===== src/rtl/digital_temp_spi_reader.sv =====
// LM70-style SPI temperature reader: clocks out 16-bit frames, validates the
// D4..D2 marker, latches an 11-bit code and raises threshold alarms.
`timescale 1ns/1ps
module digital_temp_spi_reader #(
    parameter int HALF_DIV = 2,
    parameter int GAP      = 8
) (
    input  logic        clk,
    input  logic        rst,
    input  logic        start,
    input  logic        auto_en,
    input  logic        sio,
    input  logic [8:0]  th_hi,
    input  logic [8:0]  th_lo,
    output logic        cs,
    output logic        sck,
    output logic [10:0] temp_code,
    output logic        temp_valid,
    output logic        frame_err,
    output logic        busy,
    output logic        alarm_hi,
    output logic        alarm_lo
);

    typedef enum logic [2:0] {IDLE, SETUP, SHIFT, END, GAP_WAIT} state_t;

    localparam logic [7:0] DIV_LAST = 8'(HALF_DIV - 1);
    localparam logic [7:0] GAP_LAST = 8'(GAP - 1);

    state_t      state, state_d;
    logic [7:0]  div, div_d;
    logic [5:0]  halves, halves_d;
    logic [7:0]  gap_cnt, gap_cnt_d;
    logic [15:0] shreg, shreg_d;
    logic        cs_d, sck_d, valid_d, err_d, ahi_d, alo_d;
    logic [10:0] code_d;
    logic [10:0] new_code;
    logic [8:0]  new_deg;
    logic        div_done;

    assign div_done = (div == DIV_LAST);
    assign new_code = shreg[15:5];
    // Whole degrees are the code with its two fractional bits dropped.
    assign new_deg  = new_code[10:2];
    assign busy     = (state != IDLE);

    always_ff @(posedge clk or posedge rst) begin
        if (rst) begin
            state      <= IDLE;
            div        <= '0;
            halves     <= '0;
            gap_cnt    <= '0;
            shreg      <= '0;
            cs         <= 1'b1;
            sck        <= 1'b0;
            temp_code  <= '0;
            temp_valid <= 1'b0;
            frame_err  <= 1'b0;
            alarm_hi   <= 1'b0;
            alarm_lo   <= 1'b0;
        end else begin
            state      <= state_d;
            div        <= div_d;
            halves     <= halves_d;
            gap_cnt    <= gap_cnt_d;
            shreg      <= shreg_d;
            cs         <= cs_d;
            sck        <= sck_d;
            temp_code  <= code_d;
            temp_valid <= valid_d;
            frame_err  <= err_d;
            alarm_hi   <= ahi_d;
            alarm_lo   <= alo_d;
        end
    end

    always_comb begin
        state_d   = state;
        div_d     = div;
        halves_d  = halves;
        gap_cnt_d = gap_cnt;
        shreg_d   = shreg;
        cs_d      = cs;
        sck_d     = sck;
        code_d    = temp_code;
        valid_d   = 1'b0;
        err_d     = 1'b0;
        ahi_d     = alarm_hi;
        alo_d     = alarm_lo;
        case (state)
            IDLE: begin
                cs_d  = 1'b1;
                sck_d = 1'b0;
                if (start || auto_en) begin
                    state_d  = SETUP;
                    cs_d     = 1'b0;
                    div_d    = '0;
                    halves_d = '0;
                end
            end
            SETUP: begin
                if (div_done) begin
                    // First rising SCK edge; capture D15.
                    div_d    = '0;
                    sck_d    = 1'b1;
                    shreg_d  = {shreg[14:0], sio};
                    halves_d = 6'd1;
                    state_d  = SHIFT;
                end else begin
                    div_d = div + 8'd1;
                end
            end
            SHIFT: begin
                if (div_done) begin
                    div_d = '0;
                    if (halves == 6'd32) begin
                        // Trailing half-period elapsed: close the frame.
                        state_d = END;
                        cs_d    = 1'b1;
                        sck_d   = 1'b0;
                        if (shreg[4:2] == 3'b111) begin
                            code_d  = new_code;
                            valid_d = 1'b1;
                            ahi_d   = $signed(new_deg) >= $signed(th_hi);
                            alo_d   = $signed(new_deg) <= $signed(th_lo);
                        end else begin
                            err_d = 1'b1;
                        end
                    end else begin
                        sck_d    = ~sck;
                        halves_d = halves + 6'd1;
                        if (!sck) shreg_d = {shreg[14:0], sio};
                    end
                end else begin
                    div_d = div + 8'd1;
                end
            end
            END: begin
                if (!auto_en) begin
                    state_d = IDLE;
                end else if (GAP == 0) begin
                    state_d  = SETUP;
                    cs_d     = 1'b0;
                    div_d    = '0;
                    halves_d = '0;
                end else begin
                    state_d   = GAP_WAIT;
                    gap_cnt_d = '0;
                end
            end
            GAP_WAIT: begin
                if (gap_cnt == GAP_LAST) begin
                    if (auto_en) begin
                        state_d  = SETUP;
                        cs_d     = 1'b0;
                        div_d    = '0;
                        halves_d = '0;
                    end else begin
                        state_d = IDLE;
                    end
                end else begin
                    gap_cnt_d = gap_cnt + 8'd1;
                end
            end
            default: begin
                state_d = IDLE;
                cs_d    = 1'b1;
                sck_d   = 1'b0;
            end
        endcase
    end

endmodule


===== config.mk =====
export PLATFORM = sky130hd
export DESIGN_NAME = digital_temp_spi_reader
export DESIGN_NICKNAME = d
export VERILOG_FILES = /design/src/rtl/digital_temp_spi_reader.sv
export SDC_FILE = /design/constraint.sdc
export NUM_CORES = 1
export LEC_CHECK = 0
export CELL_PAD_IN_SITES_DETAIL_PLACEMENT = 0
export CELL_PAD_IN_SITES_GLOBAL_PLACEMENT = 1
export CORE_ASPECT_RATIO = 0.6
export CORE_UTILIZATION = 48
export CTS_BUF_LIST = sky130_fd_sc_hd__clkbuf_2 sky130_fd_sc_hd__clkbuf_4 sky130_fd_sc_hd__clkbuf_8
export DETAILED_ROUTE_END_ITERATION = 8
export GPL_ROUTABILITY_DRIVEN = 0
export HOLD_SLACK_MARGIN = 0.12
export PLACE_DENSITY_LB_ADDON = 0.1
export SYNTH_ARGS = -nofsm -noshare
export SYNTH_HDL_FRONTEND = slang
export SYNTH_SLANG_ARGS = --single-unit

===== constraint.sdc =====
create_clock -name clk -period 3.6 [get_ports clk]
set_input_delay 0.72 -clock clk [delete_from_list [all_inputs] [get_ports clk]]
set_output_delay 0.72 -clock clk [all_outputs]
set_load 0.01 [all_outputs]

# Word level (Yosys, flattened, before mapping)
# Index checks and enable logic that the tools add are counted.
dict set report totals {
  elab_cells 101
  reg_bits 58
  inputBits 23
}
dict set report classes {
  mux 45
  n_lt_le_gt_ge 2
  addsub 3
  n_eq_ne 18
  bitwise_logic 3
  reduce_logical 18
}
# operator n
set ops {}
lappend ops {{$mux W16} 4}
lappend ops {{$mux W8} 5}
lappend ops {{$mux W6} 6}
lappend ops {{$pmux W16 S2} 1}
lappend ops {{$pmux W6 S4} 1}
lappend ops {{$pmux W8 S3} 1}
lappend ops {{$ne A2 B2 Y1 const B} 10}
lappend ops {{$mux W3} 6}
lappend ops {{$mux W1} 17}
lappend ops {{$add A8 B1 Y8 const B} 2}
lappend ops {{$pmux W8 S2} 1}
lappend ops {{$pmux W3 S5} 1}
lappend ops {{$reduce_and A5 Y1} 3}
lappend ops {{$ge A9 B9 Y1} 1}
lappend ops {{$le A9 B9 Y1} 1}
lappend ops {{$eq A8 B1 Y1 const B} 1}
lappend ops {{$eq A8 B3 Y1 const B} 1}
lappend ops {{$reduce_and A4 Y1} 2}
lappend ops {{$reduce_and A7 Y1} 1}
lappend ops {{$add A6 B1 Y6 const B} 1}
lappend ops {{$eq A3 B2 Y1 const B} 2}
lappend ops {{$eq A3 B3 Y1 const B} 2}
lappend ops {{$eq A6 B6 Y1 const B} 1}
lappend ops {{$reduce_and A3 Y1} 2}
lappend ops {{other kinds (10)} 16}

# Depth between registers and ports, before layout
# Gate-level depths: netlist of run 1.
dict set report depth {
  ltp_word 5
  mapped_depth 8
}

# Least setup slack after synthesis of run 1
# Ideal clock, no wire load.
dict set report synth_path {
  path_type {input to register}
  start {in th_hi[6]}
  end {reg alarm_hi}
  path_slack_ns 1.512
  arrival_time_ns 1.968
  required_time_ns 3.480
  path_buffers 0
  path_stages 6
  cell_sequence {inv_1 ha_1 a211o_1 o311ai_0 o21ai_0 a31o_2}
}
dict set report synth_between {
  elab_chain_cells 1
}
# item line
set synth_lines {}
lappend synth_lines {{start: declaration} 13} ;# input logic [8:0] th_hi,
lappend synth_lines {{$ge A9 B9 Y1} 124} ;# ahi_d = $signed(new_deg) >= $signed(th_hi);
lappend synth_lines {{end signal: assignment} 72} ;# alarm_hi <= ahi_d;
lappend synth_lines {{end: declaration} 21} ;# output logic alarm_hi,
# No other way between the ends.
# A chain may end at the register's enable or synchronous reset.

# Worst setup path after layout of run 1
dict set report layout_path {
  start {reg state[0]}
  end {reg halves[5]}
}
dict set report layout_between {
  elab_chain_cells 3
  word_cells_on_any_way 13
  classes_between {9 x eq/ne; 1 x mux; 3 x reduce/logical}
}
# item line
set layout_lines {}
lappend layout_lines {{start: declaration} 30} ;# state_t state, state_d;
lappend layout_lines {{start signal: assignment} 62} ;# state <= state_d;
lappend layout_lines {{$eq A3 B3 Y1 (tied with other cells)} 90} ;# case (state)
lappend layout_lines {{$reduce_bool A4 Y1 (no source line) / $ne A2 B2 Y1 (equally long branches)} n/a}
lappend layout_lines {{$reduce_and A7 Y1 (no source line)} n/a}
lappend layout_lines {{end signal: assignment} 64} ;# halves <= halves_d;
lappend layout_lines {{end: declaration} 32} ;# logic [5:0] halves, halves_d;
# Parallel ways exist; a longest one is shown, timed or not.

==> out/results.tsv, run 1 <==
metric	value	unit
grt_usage	22.3	%
synth_edf_count	0	
yosys.area_share.simple	17.1	%
clkTransAtPathRegs	0.07	ns
hold_path.class	reg -> reg	
tightest_slew	0.998	ns
cts_resized	0	
ys_types	52	
die_x	108	um
syn_area	0.00323	mm2
viasPerCell	5.45	
status	finished, final reports clean	
synth-seq-area-share	44.9	%
post-route-period-util	72.5	%
synth_xor_area_share	1.90	%
hold_violations	0	
avgRoutedWirePerCell	15.0	um
min_from	shreg[0]$_DFFE_PP0P_	
holdBufCountCts	0	
synthCells	312	
area_growth	21.4	%
synth_compound_area_share	12.5	%
grt_max_degree	59	
worst-path-max-fanout	18	
hold_path_end	shreg[0]$_DFFE_PP0P_	
grt_pass1_wl	11.7	mm
postSynthAreaPerCell	10.4	um2
fmax	0.383	GHz
tns	0	ns
ys_warn_count	0	
setup_viol_count_final	0	
clock-sinks	58	
maxSlewViolCount	0	
crit_type	reg -> reg	
grt-ovfl-total	0	
ir_drop	0.000373	V
core_area	0.00630	mm2
yosys.area.top_type	dfrtp_1	
synth_fp_nets	358	
r2r_setup_slack	0.99	ns
start_kind	flop	
ios	41	
cts-root-buf	clkbuf_8	
min_path_cells	1	
power	2.81	mW
reg2reg_to	halves[5]$_DFFE_PP0P_	
synth_top_cells_by_area	dfrtp_1, mux2_2, ha_1	
drc	0	
multi_input_area	0.00162	mm2
drt_iter0_markers	127	
wl	6.70	mm
synth_top_area_share	44.1	%
fillCellCount	556	
critPathArrivalTime	2.88	ns
dr_total_vias	2429	
p_per_area	717	mW/mm2
synth-seq-cells	58	
muxShareOfSynthArea	9.76	%
dieArea	0.00708	mm2
htreeDepth	3	
post-route-min-period	2.61	ns
end_kind	flop	
synth_top_family_by_area	simple AND/OR/NAND/NOR gates	
async_reset_ff_share	100	%
antenna_found_initial	0	
register_area	0.00145	mm2
grt_pass1_vias	2388	
n_antenna_cell	0	
rows	22	
drv_cap	0	
ys.flop_type	dfrtp_1	
clockBufferDepth	2	
reg2regPathDepth	5	
start_util	51.3	%
clk_latency	0.35	ns
timing.rr.start	state[0]$_DFFE_PP0P_	
p_leak	1.82	nW
port_buffers	40	
synthAdderAreaFrac	8.90	%
hpwl	4.69	mm
final_nets	403	
place_area	0.00370	mm2
rsz0062_at_grt	false	
die_h	65.6	um
fin_skew	0.00754	ns
cts_buffers	9	
ant_nets	0	
post-route-util	62.3	%
dr.pass1.iters	5	
post_cts_buffers	0	
fin_area	0.00393	mm2
relSlewSlack	32.9	%
drive_above_1_share	15.7	%
cts_tree	yes	
required	3.87	ns
==> cell families after synthesis <==
logic type               Yosys count
XOR/XNOR                           7
multiplexers                      28
adder cells (fa/ha/maj)           23
AO/OA/AOI/OAI                     59
AND/OR/NAND/NOR                  100
flip-flops                        58
buffers and inverters             37
==> area by class of cell <==
cell class / instances / share of cell area (%)
clock inverter: 5 / 1.98
inverter: 29 / 2.77
multi-input combinational: 217 / 41.3
sequential: 58 / 37.0
timing repair buffer: 42 / 10.6
tap: 84 / 2.68
clock buffer: 11 / 3.70
==> state kept, by name, indices dropped and copies added (netlist names) <==
name        count
alarm_lo        1
cs              1
sck             1
shreg          16
alarm_hi        1
temp_valid      1
gap_cnt         8
temp_code      11
frame_err       1
halves          6
state           3
div             8
==> metal layers <==
layer / part of all wire [%] / GRT usage [%] / vias to the layer above / wire, um
met5: 0 / 0 / - / 0
met4: 0.99 / 7.53 / 0 / 66
met3: 4.7 / 8.04 / 9 / 318
met2: 42 / 31.9 / 50 / 2800
met1: 53 / 30.9 / 1168 / 3520
li1: - / - / 1202 / -
==> worst max-delay path, cell delays in order (launching register included) <==
cell,delay (ns)
dfrtp_1,0.65
nand2b_1,0.32
a221o_1,0.53
o311ai_2,0.35
or4_1,0.54
a21oi_1,0.15
==> cell usage after synthesis (all sizes together), types with 2 or more instances <==
cell type and n:
dfrtp 57, inv 29, mux2 28, nor2 25
o21ai 24, ha 23, nand2 23, a21oi 11
nand3 8, nand2b 7, nand4 7, nor3 7
and3 5, or3 5, xor2 5, a31oi 4
buf 4, clkbuf 4, nor2b 4, o311ai 3
o31ai 3, a21o 2, a221oi 2, nor4b 2
xnor2 2
==> cells in the final DEF, fill, tap and decap left out, types with 2 or more instances in the layout <==
cell	count
nand3_1	8
xnor2_1	2
nand4_1	7
clkinv_2	2
clkdlybuf4s50_1	40
buf_4	2
clkbuf_8	10
or3_1	5
nor3_1	5
a21oi_1	11
nand2b_1	7
o31ai_1	3
bufinv_16	2
dfrtp_1	57
nor2b_1	4
xor2_1	5
a31oi_1	4
ha_1	23
o311ai_0	2
a21o_1	2
nand2_1	23
o21ai_0	23
nor2_1	25
inv_1	28
and3_1	5
mux2_2	27
==> power breakdown <==
| group | switching (mW) | internal (mW) |
|---|---|---|
| Clock | 0.263 | 0.413 |
| Sequential | 0.222 | 0.822 |
| Combinational | 0.576 | 0.518 |
| Total | 1.06 | 1.75 |
==> through the flow <==
stage / std cells / worst slack (ns) / hold slack [ns]
2_1_floorplan: 312 / 1.45 / 0.452
3_3_place_gp: 430 / 0.991 / 0.468
3_5_place_dp: 430 / 0.866 / 0.480
4_1_cts: 446 / 1.01 / 0.496
5_1_grt: 446 / 0.822 / 0.525
6_report: 446 / 0.990 / 0.489
==> worst max-delay path by stage <==
stage,startpoint,to,slack [ns]
after floorplan,rst,alarm_hi$_DFFE_PP0P_,1.45
after global placement,th_hi[6],alarm_hi$_DFFE_PP0P_,0.99
after detailed placement,th_lo[6],alarm_lo$_DFFE_PP0P_,0.87
after CTS,state[0]$_DFFE_PP0P_,halves[5]$_DFFE_PP0P_,1.01
after global routing,state[0]$_DFFE_PP0P_,halves[5]$_DFFE_PP0P_,0.82
final,state[0]$_DFFE_PP0P_,halves[5]$_DFFE_PP0P_,0.99
Power figures use the tool's default switching activity.
==> run 2: changes to the inputs <==
--- a/config.mk
+++ b/config.mk
@@ -8,7 +8,7 @@
 export CELL_PAD_IN_SITES_DETAIL_PLACEMENT = 0
 export CELL_PAD_IN_SITES_GLOBAL_PLACEMENT = 1
 export CORE_ASPECT_RATIO = 0.6
-export CORE_UTILIZATION = 48
+export CORE_UTILIZATION = 45
 export CTS_BUF_LIST = sky130_fd_sc_hd__clkbuf_2 sky130_fd_sc_hd__clkbuf_4 sky130_fd_sc_hd__clkbuf_8
 export DETAILED_ROUTE_END_ITERATION = 8
 export GPL_ROUTABILITY_DRIVEN = 0
==> constraint.sdc (replaced) <==
create_clock -name clk -period 2.7 [get_ports clk]
set_input_delay 0.54 -clock clk [delete_from_list [all_inputs] [get_ports clk]]
set_output_delay 0.54 -clock clk [all_outputs]
set_load 0.01 [all_outputs]
==> run 2 against run 1 <==
The run now ends with DRC left. Count of clock-buffer cells in the layout grew 2. Non-clock buffer count grew 6. Combinational power grew 47%. Clock skew grew 0.00082 ns. Critical path type is now reg -> out.
==> out/results.tsv, run 2 (same netlist as run 1, synthesis figures left out) <==
metric	value	unit
relSlewSlack	48.6	%
start_kind	flop	
die_x	111	um
setup_viol_count_final	0	
viasPerCell	5.33	
critPathArrivalTime	1.79	ns
hold_path.class	reg -> reg	
post-route-min-period	2.33	ns
wl	6.73	mm
ios	41	
hold_violations	0	
drv_cap	0	
hpwl	5.09	mm
crit_start	state[1]$_DFFE_PP0P_	
fmax	0.428	GHz
dieArea	0.00754	mm2
grt_pass1_wl	11.4	mm
drive_above_1_share	16.9	%
r2r_setup_slack	0.38	ns
cts_tree	yes	
p_leak	1.84	nW
post-route-period-util	86.5	%
dr_total_vias	2418	
rows	23	
drt_iter0_markers	193	
multi_input_area	0.00162	mm2
grt-ovfl-total	0	
clockBufferDepth	2	
fillCellCount	588	
status	complete, but fails checks	
tns	0	ns
timing.rr.start	state[1]$_DFFE_PP0P_	
die_h	67.6	um
ir_drop	0.000448	V
cts-root-buf	clkbuf_8	
ant_nets	0	
p_per_area	930	mW/mm2
violations	DRC	
grt_pass1_vias	2267	
clock-sinks	58	
power	3.67	mW
clkTransAtPathRegs	0.06	ns
crit_type	reg -> out	
place_area	0.00376	mm2
clk_latency	0.34	ns
antenna_found_initial	0	
n_antenna_cell	0	
final_nets	409	
post_cts_buffers	0	
area_growth	22.0	%
dr.pass1.iters	6	
maxSlewViolCount	0	
mostFrequentLayoutCells	dfrtp_1, clkdlybuf4s50_1, inv_1, mux2_2, nor2_1	
top_register	shreg	
required	2.16	ns
worst-path-max-fanout	14	
grt_max_degree	36	
end_kind	output pin	
holdBufCountCts	0	
fin_area	0.00394	mm2
avgRoutedWirePerCell	14.8	um
final_common_cell	dfrtp_1	
port_buffers	40	
reg2regPathDepth	5	
reg_top3	shreg (16), temp_code (11)	
grt_usage	20.5	%
largest_register_ffs	16	
cts_resized	0	
setup.worst_path.end	busy	
fin_skew	0.00836	ns
start_util	47.4	%
register_area	0.00145	mm2
tightest_slew	0.768	ns
cts_buffers	9	
htreeDepth	3	
reg2reg_to	shreg[4]$_DFFE_PP0P_	
drc	6	
rsz0062_at_grt	false	
core_area	0.00682	mm2
## run 2: metrics by stage
stage                     setup slack (ns)  utilization, %  hold slack (ns)  cells
after global placement               0.277            55.2            0.472    439
after global routing                 0.176            57.8            0.516    454
after detailed placement             0.213            55.2            0.476    439
after CTS                            0.342            57.8            0.491    454
final                                0.366            57.8            0.490    454
after floorplan                      0.628               -            0.452    312
## run 2: report_power, final
group          switching (mW)  leakage (nW)  total, mW  internal, mW
clock                   0.325        0.0923      0.721         0.397
combinational           0.846         0.978       1.60         0.749
sequential              0.253         0.767       1.35          1.10
## run 2: worst min path at each step
| stage | from | to | slack (ns) | depth (start not counted) |
|---|---|---|---|---|
| floorplan | shreg[0]$_DFFE_PP0P_ | shreg[0]$_DFFE_PP0P_ | 0.45 | 1 |
| global route | shreg[0]$_DFFE_PP0P_ | shreg[0]$_DFFE_PP0P_ | 0.52 | 1 |
| global placement | shreg[0]$_DFFE_PP0P_ | shreg[0]$_DFFE_PP0P_ | 0.47 | 1 |
| finish | shreg[0]$_DFFE_PP0P_ | shreg[0]$_DFFE_PP0P_ | 0.49 | 1 |
| CTS | shreg[0]$_DFFE_PP0P_ | shreg[0]$_DFFE_PP0P_ | 0.49 | 1 |
| detailed placement | shreg[0]$_DFFE_PP0P_ | shreg[0]$_DFFE_PP0P_ | 0.48 | 1 |
## run 2: cell type report
cell class | count | share of cell area [%]
repair buffers | 48 | 12.0
inverters | 29 | 2.76
clock inverters | 2 | 0.317
clock buffers | 13 | 4.22
well taps | 87 | 2.76
multi-input cells | 217 | 41.1
flip-flops and latches | 58 | 36.8
## run 2: critical path, cell delays in order, from the launching register on
cell and delay (ns):
dfrtp_1 0.53, or3_1 0.44, clkdlybuf4s50_1 0.48
## run 2: per-layer routing
layer,vias to the layer above,GRT usage [%],wire length (um)
met1,1137,30.2,3790
met2,54,27.3,2550
met4,0,7.60,81
li1,1218,-,-
met3,9,6.91,321
met5,-,0,0
==> run 3: changes to the inputs <==
--- a/config.mk
+++ b/config.mk
@@ -8,7 +8,7 @@
 export CELL_PAD_IN_SITES_DETAIL_PLACEMENT = 0
 export CELL_PAD_IN_SITES_GLOBAL_PLACEMENT = 1
 export CORE_ASPECT_RATIO = 0.6
-export CORE_UTILIZATION = 45
+export CORE_UTILIZATION = 41
 export CTS_BUF_LIST = sky130_fd_sc_hd__clkbuf_2 sky130_fd_sc_hd__clkbuf_4 sky130_fd_sc_hd__clkbuf_8
 export DETAILED_ROUTE_END_ITERATION = 8
 export GPL_ROUTABILITY_DRIVEN = 0
==> constraint.sdc (replaced) <==
create_clock -name clk -period 1.91 [get_ports clk]
set_input_delay 0.382 -clock clk [delete_from_list [all_inputs] [get_ports clk]]
set_output_delay 0.382 -clock clk [all_outputs]
set_load 0.01 [all_outputs]
==> run 3 against run 2 <==
The flow finishes with violations (setup timing). Highest routed layer unchanged. Non-clock buffer count grew 49. Total power rose by 64%. Count of clock-buffer cells in the layout decreased by 2. Cell area increased by 14%. Die area rose by 9.5%. Flip-flop and latch count stayed put. Final cell count increased by 15%. Setup slack lost 0.42 ns. Global-route usage is 1.3 points lower.
==> out/results.tsv, run 3 (same netlist as run 1, synthesis figures left out) <==
metric	value	unit
cts_buffers	9	
cts_tree	yes	
ios	41	
reg2regPathDepth	8	
start_util	43.4	%
antenna_found_initial	0	
post-route-util	60.2	%
final_common_cell	dfrtp_1	
top_register	shreg	
p_leak	2.11	nW
fmax	0.509	GHz
r2r_setup_slack	-0.05	ns
avgRoutedWirePerCell	13.7	um
final_nets	458	
hpwl	5.32	mm
fin_hold_ws	0.403	ns
port_buffers	40	
path_depth	8	
core_area	0.00745	mm2
crit_type	reg -> reg	
relSlewSlack	73.3	%
hold_path.class	in -> async	
stdcell_count	521	
cts-root-buf	clkbuf_8	
drt_iter0_markers	117	
htreeDepth	3	
crit_chain	inv_1, ha_1, nor4b_4, buf_4, nand2_4, nor4_4, buf_12, mux2_4	
die_h	70.8	um
drv_cap	0	
rows	24	
crit_family	simple AND/OR/NAND/NOR gates	
grt_max_degree	59	
dr_total_vias	2554	
dr.pass1.iters	4	
fillCellCount	662	
start_kind	flop	
critPathArrivalTime	2.19	ns
rsz0062_at_grt	true	
tightest_slew	0.398	ns
post-route-min-period	1.96	ns
dieArea	0.00825	mm2
required	2.13	ns
p_per_area	1340	mW/mm2
mostFrequentLayoutCells	dfrtp_1, buf_4, clkdlybuf4s50_1, inv_1, nor2_1	
dp.cells	501	
grt_usage	19.2	%
clock-sinks	58	
violations	setup timing	
crit_slowest_cell	dfrtp_1	
reg_top3	shreg (16), temp_code (11)	
finalWorstSetupSlack	-0.0529	ns
die_x	117	um
drive_above_1_share	29.7	%
critical-path-max-stage-delay	0.38	ns
viasPerCell	4.90	
area_growth	38.7	%
status	complete, but fails checks	
setup_viol_count_final	12	
n_antenna_cell	0	
timing.rr.start	div[1]$_DFFE_PP0P_	
end_kind	flop	
worst-path-max-fanout	14	
ir_drop	0.000505	V
clkTransAtPathRegs	0.07	ns
reg2reg_to	temp_code[5]$_DFFE_PP0P_	
post-route-period-util	103	%
hold_violations	0	
path_buf_inv	3	
grt-ovfl-total	0	
clockBufferDepth	2	
largest_register_ffs	16	
clk_latency	0.34	ns
maxSlewViolCount	0	
drc	0	
wl	7.13	mm
fin_skew	0.00884	ns
ant_nets	0	
grt_pass1_wl	12.0	mm
grt_pass1_vias	2420	
run 3: cell types whose count changed in the layout (fill, tap and decap cells not counted), moves of 4 or more:
cell | previous run | this run
o21ai_0 | 23 | 18
mux2_2 | 27 | 16
o21ai_1 | 1 | 6
buf_4 | 7 | 50
mux2_4 | 0 | 11
buf_6 | 0 | 4
run 3: per-layer routing:
| layer | GRT usage [%] | vias to the layer above | share of wire (%) |
|---|---|---|---|
| li1 | - | 1311 | - |
| met1 | 31.2 | 1204 | 57 |
| met2 | 24.0 | 33 | 38 |
| met3 | 5.91 | 6 | 4.5 |
| met4 | 4.64 | 0 | 0.52 |
| met5 | 0 | - | 0 |
run 3: what timing repair did:
action | in CTS | in global routing
hold buffers | 0 | 0
pin swaps | 5 | 4
hold endpoints to repair | 0 | 0
endpoints found under the setup margin | 21 | 46
resized for setup | 14 | 20
setup buffers | 4 | 0
run 3: where the power goes:
group          switching [mW]  total [mW]  internal [mW]  leakage, nW
Sequential              0.258        1.81           1.55        0.767
Clock                   0.493        1.01          0.512       0.0885
Combinational            1.49        3.19           1.70         1.26
run 3: worst max-delay path by stage:
stage                       startpoint  slack [ns]                         to
finish              div[1]$_DFFE_PP0P_       -0.05   temp_code[5]$_DFFE_PP0P_
global route        div[1]$_DFFE_PP0P_       -0.13  temp_code[10]$_DFFE_PP0P_
CTS                 div[1]$_DFFE_PP0P_       -0.09   temp_code[6]$_DFFE_PP0P_
detailed placement            th_hi[6]       -0.38       alarm_hi$_DFFE_PP0P_
global placement              th_hi[6]       -0.36       alarm_hi$_DFFE_PP0P_
floorplan           div[1]$_DFFE_PP0P_       -0.11   temp_code[0]$_DFFE_PP0P_
run 3: worst min-delay path, cell delays in order:
cell             delay [ns]
clkdlybuf4s50_1        0.42
inv_2                  0.07
buf_12                 0.27
run 3: area by class of cell:
type | count | area, um2 | share of cell area, %
Multi-Input combinational cell | 217 | 1740 | 38.8
Clock buffer | 11 | 145 | 3.24
Inverter | 29 | 109 | 2.43
Clock inverter | 5 | 30.0 | 0.670
Tap cell | 104 | 130 | 2.90
Sequential cell | 58 | 1450 | 32.4
Timing Repair Buffer | 97 | 876 | 19.5
run 3: per-stage QoR:
step           area [um2]  power [mW]  setup TNS [ns]  setup WS (ns)
5_1_grt              4480        6.47           -2.05         -0.134
6_report             4480        6.01          -0.509        -0.0529
2_1_floorplan        3270        3.58          -0.762         -0.106
3_5_place_dp         4170        4.76           -2.81         -0.383
4_1_cts              4420        5.97          -0.676        -0.0851
3_3_place_gp         4170        4.70           -2.88         -0.362
